**src/rtl/video_driver.sv**
```systemverilog
// Raster timing generator: line/frame counters, sync pulses, pixel requests
// and data-enable for a parallel RGB888 display port.
module video_driver #(
    parameter int H_SYNC   = 40,
    parameter int H_BACK   = 220,
    parameter int H_DISP   = 1280,
    parameter int H_FRONT  = 110,
    parameter int H_TOTAL  = 1650,
    parameter int V_SYNC   = 5,
    parameter int V_BACK   = 20,
    parameter int V_DISP   = 720,
    parameter int V_FRONT  = 5,
    parameter int V_TOTAL  = 750,
    parameter logic SYNC_POL = 1'b0
) (
    input  logic        pixel_clk,
    input  logic        sys_rst_n,
    input  logic [23:0] pixel_data,
    output logic        data_req,
    output logic [10:0] pixel_xpos,
    output logic [10:0] pixel_ypos,
    output logic        video_hs,
    output logic        video_vs,
    output logic        video_de,
    output logic [23:0] video_rgb,
    output logic        frame_start,
    output logic [15:0] frame_cnt
);

    localparam logic [10:0] HA    = 11'(H_SYNC + H_BACK);
    localparam logic [10:0] VA    = 11'(V_SYNC + V_BACK);
    localparam logic [10:0] HEND  = 11'(H_TOTAL - H_FRONT);
    localparam logic [10:0] VEND  = 11'(V_TOTAL - V_FRONT);
    localparam logic [10:0] HLAST = 11'(H_TOTAL - 1);
    localparam logic [10:0] VLAST = 11'(V_TOTAL - 1);
    localparam logic [10:0] HSE   = 11'(H_SYNC);
    localparam logic [10:0] VSE   = 11'(V_SYNC);

    logic [10:0] cnt_h_q, cnt_h_d;
    logic [10:0] cnt_v_q, cnt_v_d;
    logic [15:0] frame_cnt_q, frame_cnt_d;
    logic        first_q;
    logic        h_act, h_req, v_act;

    always_comb begin
        cnt_h_d = cnt_h_q + 11'd1;
        cnt_v_d = cnt_v_q;
        if (cnt_h_q == HLAST) begin
            cnt_h_d = 11'd0;
            cnt_v_d = (cnt_v_q == VLAST) ? 11'd0 : cnt_v_q + 11'd1;
        end
    end

    // Request window opens one pixel early to cover the source's register stage.
    always_comb begin
        v_act = (cnt_v_q >= VA) && (cnt_v_q < VEND);
        h_act = (cnt_h_q >= HA) && (cnt_h_q < HEND);
        h_req = (cnt_h_q >= HA - 11'd1) && (cnt_h_q < HEND - 11'd1);
    end

    always_comb begin
        data_req    = v_act && h_req;
        video_de    = v_act && h_act;
        pixel_xpos  = data_req ? cnt_h_q - (HA - 11'd1) : 11'd0;
        pixel_ypos  = data_req ? cnt_v_q - VA : 11'd0;
        video_hs    = (cnt_h_q < HSE) ? SYNC_POL : ~SYNC_POL;
        video_vs    = (cnt_v_q < VSE) ? SYNC_POL : ~SYNC_POL;
        video_rgb   = video_de ? pixel_data : 24'h000000;
        // The origin seen right after reset release is not a frame boundary.
        frame_start = (cnt_h_q == 11'd0) && (cnt_v_q == 11'd0) && !first_q;
        frame_cnt_d = frame_start ? frame_cnt_q + 16'd1 : frame_cnt_q;
        frame_cnt   = frame_cnt_q;
    end

    always_ff @(posedge pixel_clk or negedge sys_rst_n) begin
        if (!sys_rst_n) begin
            cnt_h_q     <= 11'd0;
            cnt_v_q     <= 11'd0;
            frame_cnt_q <= 16'd0;
            first_q     <= 1'b1;
        end else begin
            cnt_h_q     <= cnt_h_d;
            cnt_v_q     <= cnt_v_d;
            frame_cnt_q <= frame_cnt_d;
            first_q     <= 1'b0;
        end
    end

endmodule

```
**config.mk**
```make
export PLATFORM = sky130hd
export DESIGN_NAME = video_driver
export DESIGN_NICKNAME = d
export VERILOG_FILES = /design/src/rtl/video_driver.sv
export SDC_FILE = /design/constraint.sdc
export NUM_CORES = 1
export LEC_CHECK = 0
export ABC_AREA = 0
export CAP_MARGIN = 5
export CORE_UTILIZATION = 42
export CTS_CLUSTER_DIAMETER = 60
export CTS_CLUSTER_SIZE = 10
export DETAILED_ROUTE_END_ITERATION = 10
export PLACE_DENSITY = 0.87
export SETUP_SLACK_MARGIN = 0.3
export SYNTH_ARGS = -nofsm -noshare
export SYNTH_HDL_FRONTEND = slang
export SYNTH_SLANG_ARGS = --single-unit
```
**constraint.sdc**
```tcl
create_clock -name pixel_clk -period 2.05 [get_ports pixel_clk]
set_input_delay 0.205 -clock pixel_clk [delete_from_list [all_inputs] [get_ports pixel_clk]]
set_output_delay 0.205 -clock pixel_clk [all_outputs]
set_load 0.05 [all_outputs]
```
==> results of run 1 <==
## kinds of logic after synthesis
kind of cell    after synthesis  synth area share
flops                        39             0.347
compound gates               35            0.0853
other cells                   1           0.00133
fa+ha+maj                     8            0.0356
xor+xnor                     40             0.124
mux                           3            0.0116
buf+inv                      42            0.0618
simple gates                159             0.333
## through the flow
| step | instance area [µm²] | util |
|---|---|---|
| after floorplan | 3660 | - |
| after global placement | 5490 | 0.855 |
| after detailed placement | 5490 | 0.855 |
| after CTS | 6000 | 0.935 |
## timing repair
item / 4_1_cts
endpoints found under the setup margin: 93
hold buffers: 1
buffers inserted: 17
pin swaps: 42
cloned: 1
hold endpoints to repair: 27
resized for setup: 67
## cells in the mapped netlist, drive strengths merged, types with 2 or more instances
cell type / number
o31ai: 2
xor2: 19
a31oi: 5
a22o: 2
clkbuf: 22
nor3b: 26
a32o: 2
nand2: 17
buf: 8
o21ai: 9
xnor2: 21
and4: 2
nor2: 22
ha: 8
o211ai: 3
inv: 12
nor4: 17
nand4: 7
mux2: 2
dfrtp: 38
nor3: 31
a21oi: 4
nand3: 16
and3: 5
and2: 2
or3: 2
or4: 5
==> metrics.txt, run 1 <==
# TYPE chip_impl_metric gauge
chip_impl_info{name="ys.flop_type",value="dfrtp_1"} 1
chip_impl_metric{name="port_buffers",unit=""} 92
chip_impl_metric{name="post_synth_num_cell_types",unit=""} 50
chip_impl_metric{name="finalWeightedCongestion",unit=""} 1.00
chip_impl_info{name="post_synth_main_area_contributors",value="dfrtp_1 34%, nor3b_1 6.9%, xnor2_1 6.5%"} 1
chip_impl_metric{name="tritoncts.num_buffers",unit=""} 5
chip_impl_metric{name="synthesis.instances",unit=""} 327
chip_impl_metric{name="synth_enable_flop_cells",unit=""} 0
chip_impl_metric{name="floorplan.initialDensity",unit=""} 0.438
chip_impl_metric{name="async_sr_flop_fraction",unit=""} 1.00
chip_impl_metric{name="die_height",unit="µm"} 83.9
chip_impl_metric{name="yosys.area.top_type_share",unit=""} 0.338
chip_impl_metric{name="clock_sink_count",unit=""} 39
chip_impl_metric{name="synth_area",unit="µm²"} 2820
chip_impl_metric{name="placement_rows",unit=""} 29
chip_impl_metric{name="ys.warnings.count",unit=""} 0
chip_impl_info{name="outcome",value="aborted with a tool error"} 1
chip_impl_metric{name="setup_slack_placement",unit="ns"} -0.396
chip_impl_metric{name="grt_max_degree",unit=""} 29
chip_impl_metric{name="dp.final_hpwl",unit="µm"} 9330
chip_impl_info{name="worstEndpointType",value="primary output"} 1
chip_impl_info{name="cts_root_buffer",value="clkbuf_8"} 1
chip_impl_metric{name="mappedNetlistNets",unit=""} 361
chip_impl_metric{name="synth_seq_area_share",unit=""} 0.347
chip_impl_metric{name="place_inst",unit=""} 532
chip_impl_metric{name="yosys_register_bits",unit=""} 39
chip_impl_info{name="worst_slack_endpoint_at_the_end_of_global_route_timing_repair",value="video_rgb[8]"} 1
chip_impl_info{name="outcome.stop_stage",value="global routing"} 1
chip_impl_metric{name="syn_area_per_cell",unit="µm²"} 8.61
chip_impl_metric{name="horiz_die_dim",unit="µm"} 83.9
chip_impl_metric{name="cts_max_path_buffers",unit=""} 2
chip_impl_metric{name="io-pin-count",unit=""} 93
chip_impl_info{name="synth.largest_area_cell",value="dfrtp_1"} 1
chip_impl_metric{name="h_tree_levels",unit=""} 2
chip_impl_info{name="first-error",value="[ERROR DPL-0038] Utilization greater than 100%, impossible to legalize"} 1
==> run 2, diff against run 1 <==
Settings changed: CORE_UTILIZATION 42 to 40, CTS_CLUSTER_DIAMETER 60 to default, CTS_CLUSTER_SIZE 10 to default, PLACE_DENSITY 0.87 to default, PLACE_DENSITY_LB_ADDON from default to 0.15, SETUP_SLACK_MARGIN 0.3 to default.
Clock period 2.05 ns to 2.67 ns, I/O delays scaled along.
==> run 2 against run 1 <==
  * The flow now finishes, with violations (negative setup slack)
  * Synthesized cell count unchanged
  * Synthesized area unchanged
==> metrics.txt, run 2 <==
# TYPE chip_impl_metric gauge
chip_impl_info{name="outcome",value="complete, but fails checks"} 1
chip_impl_info{name="failed_checks",value="negative setup slack"} 1
chip_impl_info{name="combinational_family_with_the_most_area_after_synthesis",value="simple AND/OR/NAND/NOR gates"} 1
chip_impl_metric{name="grt_util_all_layers",unit=""} 0.237
chip_impl_metric{name="finalNetCount",unit=""} 448
chip_impl_info{name="cts_tree",value="done"} 1
chip_impl_metric{name="synth_seq_area_share",unit=""} 0.347
chip_impl_metric{name="compound_gate_fraction_of_synth_area",unit=""} 0.0853
chip_impl_metric{name="synthesis.instances",unit=""} 327
chip_impl_metric{name="drt_pass1_iterations",unit=""} 4
chip_impl_metric{name="synthXorXnorAreaFrac",unit=""} 0.124
chip_impl_metric{name="finalMaxSlewViolations",unit=""} 0
chip_impl_metric{name="static-leakage-power",unit="nW"} 1.87
chip_impl_metric{name="antennaDiodeCount",unit=""} 0
chip_impl_metric{name="grt_max_degree",unit=""} 43
chip_impl_metric{name="fin_tns_setup",unit="ns"} -0.0424
chip_impl_metric{name="clock_insertion_delay_worst_skew",unit="ns"} 0.31
chip_impl_metric{name="port_buffers",unit=""} 92
chip_impl_metric{name="async_sr_flop_fraction",unit=""} 1.00
chip_impl_metric{name="io-pin-count",unit=""} 93
chip_impl_info{name="path_cells",value="or4_1 -> o211ai_1 -> nand4_1 -> buf_12 -> nor3b_2 -> buf_12"} 1
chip_impl_metric{name="drive_above_1_share",unit=""} 0.342
chip_impl_metric{name="vdd.ir_drop.worst",unit="mV"} 0.260
chip_impl_info{name="min_path_type",value="in2async"} 1
chip_impl_metric{name="synth_fa_ha_area_frac",unit=""} 0.0356
chip_impl_metric{name="cap_viol_max_count",unit=""} 0
chip_impl_metric{name="crit_fanout",unit=""} 42
chip_impl_info{name="cp_common_cell",value="buf_12"} 1
chip_impl_metric{name="combinationalPowerShare",unit=""} 0.053
chip_impl_info{name="mostFrequentLayoutCells",value="50 x buf_12, 42 x clkdlybuf4s50_1, 38 x dfrtp_1"} 1
chip_impl_info{name="synth.largest_area_cell",value="dfrtp_1"} 1
chip_impl_metric{name="syn2layout_area_growth",unit="%"} 69.1
chip_impl_info{name="final_common_cell",value="buf_12"} 1
chip_impl_metric{name="largest_register_ffs",unit=""} 16
chip_impl_info{name="post_synth_main_area_contributors",value="dfrtp_1 34%, nor3b_1 6.9%, xnor2_1 6.5%"} 1
chip_impl_metric{name="clock_sink_count",unit=""} 39
chip_impl_metric{name="routed_wl",unit="µm"} 8570
chip_impl_metric{name="h_tree_levels",unit=""} 2
chip_impl_metric{name="yosys_register_bits",unit=""} 39
chip_impl_metric{name="dr_total_vias",unit=""} 2808
chip_impl_metric{name="finalWeightedCongestion",unit=""} 0.858
chip_impl_info{name="synthTopCellsByCount",value="38 x dfrtp_1, 27 x nor3_1, 26 x nor3b_1, 22 x clkbuf_1, 22 x nor2_1"} 1
chip_impl_metric{name="timing.final.ws_setup",unit="ns"} -0.0258
chip_impl_metric{name="finalInstanceArea",unit="µm²"} 4760
chip_impl_metric{name="cts_max_path_buffers",unit=""} 2
chip_impl_metric{name="met1_usage",unit=""} 0.314
chip_impl_metric{name="setup_violations",unit=""} 4
chip_impl_info{name="ys.flop_type",value="dfrtp_1"} 1
chip_impl_metric{name="die_height",unit="µm"} 85.9
chip_impl_metric{name="synth_area",unit="µm²"} 2820
chip_impl_metric{name="grt_pass1_vias",unit=""} 2732
chip_impl_metric{name="power.density_cell_area",unit="nW/µm²"} 229
chip_impl_metric{name="fmax",unit="MHz"} 371
chip_impl_metric{name="synth_enable_flop_cells",unit=""} 0
chip_impl_info{name="grt.busiest_layer",value="met2"} 1
chip_impl_metric{name="timing.final.crit_period",unit="ns"} 2.70
chip_impl_metric{name="dp.final_hpwl",unit="µm"} 6130
chip_impl_metric{name="die_area",unit="µm²"} 7380
chip_impl_info{name="critical_path.slowest_cell",value="or4_1"} 1
chip_impl_metric{name="power_frac_clock",unit=""} 0.402
chip_impl_metric{name="horiz_die_dim",unit="µm"} 85.9
chip_impl_metric{name="remaining_drc_errors",unit=""} 0
chip_impl_metric{name="power_switching",unit="µW"} 270
chip_impl_metric{name="global_route.usage.met2",unit=""} 0.390
chip_impl_metric{name="core_area",unit="µm²"} 6790
chip_impl_metric{name="post_synth_num_cell_types",unit=""} 50
chip_impl_metric{name="cts-hold-fix-buffers",unit=""} 0
chip_impl_metric{name="yosys.area.top_type_share",unit=""} 0.338
chip_impl_metric{name="antenna_found_initial",unit=""} 0
chip_impl_metric{name="initialDrtViolationCount",unit=""} 147
chip_impl_metric{name="placement_rows",unit=""} 30
chip_impl_info{name="cts_root_buffer",value="clkbuf_8"} 1
chip_impl_metric{name="worst_pin_slew",unit="ns"} 0.902
chip_impl_info{name="count_leader_synth",value="dfrtp_1"} 1
chip_impl_metric{name="ant_nets",unit=""} 0
chip_impl_metric{name="place_inst",unit=""} 503
chip_impl_metric{name="placedInstanceArea",unit="µm²"} 4480
chip_impl_metric{name="max_stage_delay",unit="ns"} 0.52
chip_impl_metric{name="timing.critical_path.arrival",unit="ns"} 2.43
chip_impl_metric{name="synth-simple-area-share",unit=""} 0.333
chip_impl_info{name="grt_setup_unrepaired",value="true"} 1
chip_impl_metric{name="timing.max_slew.rel_slack",unit=""} 0.399
chip_impl_metric{name="internal-power",unit="µW"} 818
chip_impl_metric{name="share_seq_of_total_power",unit=""} 0.545
chip_impl_info{name="timing.critical_path.to_type",value="output pin"} 1
chip_impl_metric{name="grt_pass1_wl",unit="µm"} 13800
chip_impl_metric{name="ys.warnings.count",unit=""} 0
chip_impl_metric{name="syn_area_per_cell",unit="µm²"} 8.61
chip_impl_metric{name="viasPerCell",unit=""} 5.50
chip_impl_metric{name="layout_worst_path_cycle_share",unit=""} 1.01
chip_impl_metric{name="clk_transition_reported_paths",unit="ns"} 0.09
chip_impl_metric{name="crit_required",unit="ns"} 2.40
chip_impl_metric{name="global_route.usage.met3",unit=""} 0.0491
chip_impl_metric{name="muxShareOfSynthArea",unit=""} 0.0116
chip_impl_metric{name="p_sw_frac",unit=""} 0.248
chip_impl_metric{name="post_drt_wl_per_cell",unit="µm"} 16.8
chip_impl_metric{name="final.setup_skew",unit="ns"} 0.00788
chip_impl_metric{name="cts.repair_timing.setup_buffer_count",unit=""} 0
chip_impl_metric{name="tritoncts.num_buffers",unit=""} 5
chip_impl_info{name="path_class",value="reg2out"} 1
chip_impl_info{name="timing.critical_path.from_type",value="flop"} 1
chip_impl_metric{name="timing_hold_violations_final",unit=""} 0
chip_impl_metric{name="floorplan.initialDensity",unit=""} 0.414
chip_impl_metric{name="instances_no_fill",unit=""} 511
chip_impl_metric{name="overflow",unit=""} 0
chip_impl_metric{name="mappedNetlistNets",unit=""} 361
run 2: cell families after synthesis:
logic type	count (synthesis)
AO/OA/AOI/OAI	35
other	1
AND/OR/NAND/NOR	159
buffers and inverters	42
flip-flops	39
adder cells (fa/ha/maj)	8
XOR/XNOR	40
multiplexers	3
run 2: final timing paths:
path / from / endpoint / slack [ns] / cells after the start
worst min register to register: frame_cnt[15]$_DFFE_PN0P_ / frame_cnt[15]$_DFFE_PN0P_ / 0.48 / 1
worst max register to register: cnt_v_q[0]$_DFFE_PN0N_ / frame_cnt[15]$_DFFE_PN0P_ / 0.38 / 7
worst max-delay path: cnt_h_q[7]$_DFF_PN0_ / video_rgb[20] / -0.03 / 6
min in group pixel_clk: frame_cnt[15]$_DFFE_PN0P_ / frame_cnt[15]$_DFFE_PN0P_ / 0.48 / 1
max in group asynchronous: sys_rst_n / cnt_v_q[1]$_DFFE_PN0N_ / 2.03 / 1
worst min-delay path: sys_rst_n / frame_cnt[14]$_DFFE_PN0P_ / 0.07 / 1
run 2: through the flow:
step                hold slack (ns)   util  total power [mW]  worst slack [ns]
floorplan                   -0.0286      -             0.614            -0.380
global placement              0.439  0.660             0.661             0.286
detailed placement            0.448  0.660             0.663             0.240
CTS                           0.110  0.679              1.09            -0.101
global route                  0.137  0.701              1.13            -0.181
finish                       0.0721  0.701              1.09           -0.0258
run 2: area by class of cell:
| type | count | area [µm²] |
|---|---|---|
| inverter | 12 | 45.0 |
| multi-input combinational | 246 | 1970 |
| tap | 96 | 120 |
| sequential | 39 | 977 |
| fill | 508 | 2030 |
| clock buffer | 5 | 68.8 |
| clock inverter | 3 | 23.8 |
| timing repair buffer | 110 | 1560 |
run 2: timing repair:
item                       CTS  global route
pin swaps                    1             0
setup endpoints to repair   30            49
gates resized for setup      6            30
run 2: critical path: cells and delay by family (launching register included):
| family | cells | cell delay, ns |
|---|---|---|
| DFF | 1 | 0.39 |
| AOI/OAI and AO/OA | 1 | 0.25 |
| and+or+nand+nor | 3 | 1.04 |
| buffers and inverters | 2 | 0.43 |
run 2: power by group through the flow:
| stage | combinational (mW) | sequential, mW | clock, mW |
|---|---|---|---|
| CTS | 0.0580 | 0.593 | 0.439 |
| floorplan | 0.00659 | 0.608 | 0 |
| detailed placement | 0.0575 | 0.605 | 0 |
| global route | 0.0631 | 0.594 | 0.477 |
| global placement | 0.0565 | 0.605 | 0 |
| finish | 0.0579 | 0.593 | 0.437 |
run 2: metal layers:
metal | wire [µm] | vias up
met1 | 3540 | 1364
met3 | 371 | 13
met4 | 136 | 0
met2 | 4530 | 82
met5 | 0 | -
li1 | - | 1349
Note: power is estimated with default switching activity, not from simulation.
